--- src/rtl/nibble_serial_adder.sv ---
// ---------------------------------------------------------------------------
// nibble_serial_adder
//
// Purpose:
//   Adds two W-bit operands (W = 4*NIBBLES) using a single 4-bit ripple-carry
//   slice (RCA_4bit). The slice is used once per clock, least-significant
//   nibble first. The carry between nibbles is held in a register. A
//   start/busy/done handshake returns the full-width sum and the final carry.
//
// Optional feature (macro NSA_SUB_EN):
//   When defined, a 'sub' input is added. With sub=1 the block computes
//   A-B mod 2^W. The slice sees ~B and the initial carry is forced to 1.
//   In that mode cout=1 means no borrow occurred. When the macro is undefined
//   the block adds only, and no inversion logic exists.
//
// Parameters:
//   NIBBLES  operand width in nibbles (legal range 1..16), W = 4*NIBBLES
//
// Ports:
//   clk    in   1  sole clock, rising edge
//   rst    in   1  synchronous active-high reset
//   start  in   1  request, sampled only in IDLE
//   a      in   W  operand A, latched when start is accepted
//   b      in   W  operand B, latched when start is accepted
//   cin    in   1  carry into nibble 0, latched when start is accepted
//   sub    in   1  subtract select (only when NSA_SUB_EN is defined)
//   busy   out  1  high while nibbles are being added
//   done   out  1  single-cycle pulse; sum/cout are final
//   sum    out  W  result register
//   cout   out  1  carry out of the top nibble
// ---------------------------------------------------------------------------

// Plain 4-bit ripple-carry adder slice.
module RCA_4bit (
  input  logic [3:0] a,
  input  logic [3:0] b,
  input  logic       cin,
  output logic [3:0] sum,
  output logic       cout
);

  logic [4:0] w_c;

  assign w_c[0] = cin;

  genvar gi;
  generate
    for (gi = 0; gi < 4; gi++) begin : g_fa
      assign sum[gi]    = a[gi] ^ b[gi] ^ w_c[gi];
      assign w_c[gi+1]  = (a[gi] & b[gi]) | (w_c[gi] & (a[gi] ^ b[gi]));
    end
  endgenerate

  assign cout = w_c[4];

endmodule

module nibble_serial_adder #(
  parameter int NIBBLES = 4
) (
  input  logic                 clk,
  input  logic                 rst,
  input  logic                 start,
  input  logic [4*NIBBLES-1:0] a,
  input  logic [4*NIBBLES-1:0] b,
  input  logic                 cin,
`ifdef NSA_SUB_EN
  input  logic                 sub,
`endif
  output logic                 busy,
  output logic                 done,
  output logic [4*NIBBLES-1:0] sum,
  output logic                 cout
);

  localparam int W  = 4 * NIBBLES;
  // The nibble index needs at least one bit, even when NIBBLES=1.
  localparam int IW = (NIBBLES > 1) ? $clog2(NIBBLES) : 1;
  localparam logic [IW-1:0] LAST_IDX = IW'(NIBBLES - 1);

  typedef enum logic [1:0] {
    S_IDLE = 2'd0,
    S_RUN  = 2'd1,
    S_DONE = 2'd2
  } state_t;

  state_t        r_state;
  logic [W-1:0]  r_a;
  logic [W-1:0]  r_b;
  logic [W-1:0]  r_sum;
  logic [IW-1:0] r_idx;
  logic          r_carry;
  logic          r_cout;
  logic          r_busy;
  logic          r_done;

  logic [3:0]    w_a_nib;
  logic [3:0]    w_b_nib;
  logic [3:0]    w_slice_sum;
  logic          w_slice_cout;
  logic          w_init_carry;

  assign w_a_nib = r_a[4*r_idx +: 4];

`ifdef NSA_SUB_EN
  logic r_sub;
  // In subtract mode, B is inverted and the initial carry is 1. This gives
  // A + ~B + 1, which equals A - B.
  assign w_b_nib      = r_b[4*r_idx +: 4] ^ {4{r_sub}};
  assign w_init_carry = sub ? 1'b1 : cin;
`else
  assign w_b_nib      = r_b[4*r_idx +: 4];
  assign w_init_carry = cin;
`endif

  RCA_4bit u_slice (
    .a    (w_a_nib),
    .b    (w_b_nib),
    .cin  (r_carry),
    .sum  (w_slice_sum),
    .cout (w_slice_cout)
  );

  always_ff @(posedge clk) begin
    if (rst) begin
      r_state <= S_IDLE;
      r_a     <= '0;
      r_b     <= '0;
      r_sum   <= '0;
      r_idx   <= '0;
      r_carry <= 1'b0;
      r_cout  <= 1'b0;
      r_busy  <= 1'b0;
      r_done  <= 1'b0;
`ifdef NSA_SUB_EN
      r_sub   <= 1'b0;
`endif
    end else begin
      case (r_state)
        S_IDLE: begin
          r_done <= 1'b0;
          if (start) begin
            r_a     <= a;
            r_b     <= b;
            r_sum   <= '0;
            r_cout  <= 1'b0;
            r_idx   <= '0;
            r_carry <= w_init_carry;
            r_busy  <= 1'b1;
            r_state <= S_RUN;
`ifdef NSA_SUB_EN
            r_sub   <= sub;
`endif
          end
        end

        S_RUN: begin
          r_sum[4*r_idx +: 4] <= w_slice_sum;
          r_carry             <= w_slice_cout;
          if (r_idx == LAST_IDX) begin
            // The top nibble's carry becomes the result carry.
            r_cout  <= w_slice_cout;
            r_busy  <= 1'b0;
            r_done  <= 1'b1;
            r_state <= S_DONE;
          end else begin
            r_idx <= r_idx + IW'(1);
          end
        end

        S_DONE: begin
          r_done  <= 1'b0;
          r_state <= S_IDLE;
        end

        default: begin
          r_busy  <= 1'b0;
          r_done  <= 1'b0;
          r_state <= S_IDLE;
        end
      endcase
    end
  end

  assign busy = r_busy;
  assign done = r_done;
  assign sum  = r_sum;
  assign cout = r_cout;

endmodule

--- config.mk ---
export PLATFORM = sky130hd
export DESIGN_NAME = nibble_serial_adder
export DESIGN_NICKNAME = d
export VERILOG_FILES = /design/src/rtl/nibble_serial_adder.sv
export SDC_FILE = /design/constraint.sdc
export NUM_CORES = 1
export LEC_CHECK = 0
export ABC_AREA = 1
export BUFFER_PORTS_ARGS = -buffer_cell sky130_fd_sc_hd__buf_2
export CAP_MARGIN = 20
export CORE_ASPECT_RATIO = 1.75
export CORE_UTILIZATION = 48
export DETAILED_ROUTE_END_ITERATION = 8
export PLACE_DENSITY = 0.81
export RECOVER_POWER = 100
export SYNTH_ARGS = -nofsm -noshare
export SYNTH_HDL_FRONTEND = slang
export SYNTH_SLANG_ARGS = --single-unit
export TNS_END_PERCENT = 10
--- constraint.sdc ---
create_clock -name clk -period 3.15 [get_ports clk]
set_input_delay 0.1575 -clock clk [delete_from_list [all_inputs] [get_ports clk]]
set_output_delay 0.1575 -clock clk [all_outputs]
set_load 0.03 [all_outputs]
==> summary.txt <==
Global route
  – Vias in the first global route: 2228
  – Tot GR Track Use: 20.9%
  – GRT overflow: 0
  – Initial antenna violation count: 0
  – Maximum number of pins on one net before global-route repair: 55
  – First-pass GRT wire length: 9.19 mm

Power and ir drop
  – Leakage power: 1.23 nW
  – Clock power share: 27.2%
  – Peak supply drop: 0.000338 V
  – Power Density: 521 nW/um^2
  – Logic gate share of total power: 20.2%
  – Sequential Power Share: 52.6%
  – Sw Share: 28.7%
  – Int Power: 1.06 mW
  – Switching Power: 0.426 mW

Final layout
  – Most frequent cells in the layout: nor2_1, dfxtp_1, o21ai_0, nand2_1, buf_2
  – N_diodes: 0
  – Layout cells sized above 1: 13.2%
  – P&R area growth vs syn: 12.9%
  – Final Core Density: 56.8%
  – Fillers: 521
  – Fin area: 2850 sq um
  – Commonest non-fill, non-tap cell in the layout: nor2_1
  – Final nets: 439

Floorplanning
  – Die Span Y: 97.9 microns
  – Ports: 55
  – Die width: 56.8 microns
  – Initial Utilization: 50.3%
  – Die area: 5560 sq um
  – Core footprint: 5020 sq um
  – # rows: 34

Setup path
  – Crit path capture type: flip-flop
  – Critical path launch point type: flip-flop
  – Worst EP arrival: 3.26 ns
  – CP Cell Sequence: buf_4 -> o21ai_1 -> o22ai_1 -> fa_1 -> fa_1 -> fa_1 -> fa_1 -> nand2_1 -> nor2_1 -> nand2_1 -> a21oi_1
  – Req. time, crit path: 3.39 ns
  – Critical Path Most Common Cell: fa_1
  – Number of buffers and inverters on the critical path: 1
  – Max stage delay on crit path: 0.52 ns
  – Critical path class: flip-flop to flip-flop
  – Cell family with most CP delay: adder cells
  – Slowest cell on the critical path: fa_1
  – Crit Path Max Fanout: 19
  – Register-to-register setup slack: 0.13 ns

Clock network
  – Clock Tree Buf Depth: 2
  – Clk_lat worst skew: 0.30 ns
  – Post-CTS setup buffers: 0
  – Clock transition at path regs: 0.09 ns
  – H-tree lvl count: 2
  – CTS root buf: clkbuf_8
  – Clk sinks: 56
  – Clock buffer count from CTS: 5
  – CTS tree: built

STA
  – Max frequency: 0.331 GHz
  – RSZ-0062 raised after global routing: no
  – Final hold vios: 0
  – Clk_skew: 0.00350 ns
  – Fin Setup TNS: 0 ns
  – Fin. max-slew vios: 0
  – Least-Margin Pin Slew: 1.41 ns
  – Period utilization: 95.8%
  – Min cycle time layout: 3.02 ns
  – Final setup vio count: 0
  – Slew headroom: 6.07%

Route
  – DRT antenna net count: 0
  – Wire length per cell: 12.2 microns
  – Length of the first detailed-routing pass in iterations: 7
  – Via density per instance: 5.11
  – Detailed Route WL: 5.45 mm
  – DRC Markers: 6
  – Starting DRT DRC Count: 56
  – Vias: 2291

Synthesis
  – Synth warn: 0
  – Synth unique cells: 24
  – Sequential share of the synthesized area: 44.4%
  – Post-Synthesis Cells: 346
  – Synthesized cell area: 2520 sq um
  – Syn nets: 391
  – Syn avg cell area: 7.29 sq um
  – #FFs+latches synth: 56

Place
  – Port Buffers: 54
  – Dpl cell area: 2800 sq um
  – HPWL Detailed: 4.13 mm
  – RD Place Congestion: 0.866

Job
  – Maxcap violations: 0

Run status
  – Status: complete, but fails checks
  – Failing checks: design-rule violations

Hold path
  – Min-Delay Path Class: input port to flip-flop
routing by layer:
metal	wire length [microns]	global-route usage, %	up-vias
met5	0	0	-
met4	147	9.76	0
met3	183	3.58	10
met2	3090	40.8	45
met1	2030	20.3	1022
li1	-	-	1214
state kept, by name, summed over array words and instances (netlist names):
signal   count
r_a         16
r_carry      1
sum         16
r_idx        2
busy         1
r_state      2
cout         1
r_b         16
done         1
cell type report:
| cell class | count | area [sq um] | share of cell area [%] |
|---|---|---|---|
| multi-input cells | 257 | 1230 | 43.1 |
| flip-flops and latches | 56 | 1120 | 39.3 |
| repair buffers | 59 | 280 | 9.83 |
| clock buffers | 7 | 96.3 | 3.38 |
| well taps | 54 | 67.6 | 2.37 |
| inverters | 15 | 56.3 | 1.98 |
path summary, 6_finish.rpt:
check | start | end | cells after the start
max reg2reg | r_idx[0] | sum[7] | 11
min reg2reg | busy | busy | 2
min | b[6] | r_b[6] | 3
max | r_idx[0] | sum[7] | 11
Yosys cell counts:
cell      instances  share of area, %
nor2_4            1              0.45
nor3_1            1              0.20
inv_2             2              0.30
nand3_2           2              0.79
nand3b_1          2              0.59
clkbuf_2          2              0.40
ha_1              5               2.5
dfxtp_1          56                44
clkbuf_1          7               1.0
o21ai_0          48               9.5
fa_1              4               3.2
nor2_2            1              0.25
inv_1            13               1.9
o22ai_1           7               1.7
buf_2             2              0.40
and2_1            1              0.25
o21ai_1           2              0.40
nand3_1          20               4.0
a21oi_1          19               3.8
nor2_1          104                15
buf_6             1              0.45
nand2_1          39               5.8
buf_4             6               1.8
nand2_4           1              0.45
worst min-delay path: stages:
cell and delay, ns:
buf_2 0.07, o21ai_1 0.06, nor2_1 0.08
power groups by stage:
stage               Combinational (mW)  Clock (mW)  Sequential (mW)
floorplan                        0.215           0            0.802
global placement                 0.298           0            0.797
detailed placement               0.303           0            0.798
CTS                              0.304       0.418            0.781
global route                     0.343       0.440            0.787
finish                           0.300       0.405            0.781
metrics by stage:
stage | total power [mW] | hold slack (ns) | instances | worst slack (ns)
CTS | 1.50 | 0.0891 | 448 | 0.0920
floorplan | 1.02 | 0.306 | 346 | 0.0946
finish | 1.49 | 0.100 | 448 | 0.132
detailed placement | 1.10 | 0.409 | 441 | 0.114
global placement | 1.09 | 0.397 | 441 | 0.230
global route | 1.57 | 0.109 | 448 | 0.00926
cell families (layout without fill, tap and decap cells):
family | after synthesis | after routing | share of synthesized area [%]
simple gates | 172 | 172 | 28.2
compound gates | 76 | 76 | 15.4
flops | 56 | 56 | 44.4
buf+inv | 33 | 81 | 6.30
fa+ha+maj | 9 | 9 | 5.65
repair_timing:
action | CTS | global route
hold buffers | 0 | 0
hold endpoints to repair | 0 | 0
setup endpoints to repair | 0 | 3
gates resized for setup | 0 | 5
(Power assumes the default switching activity.)
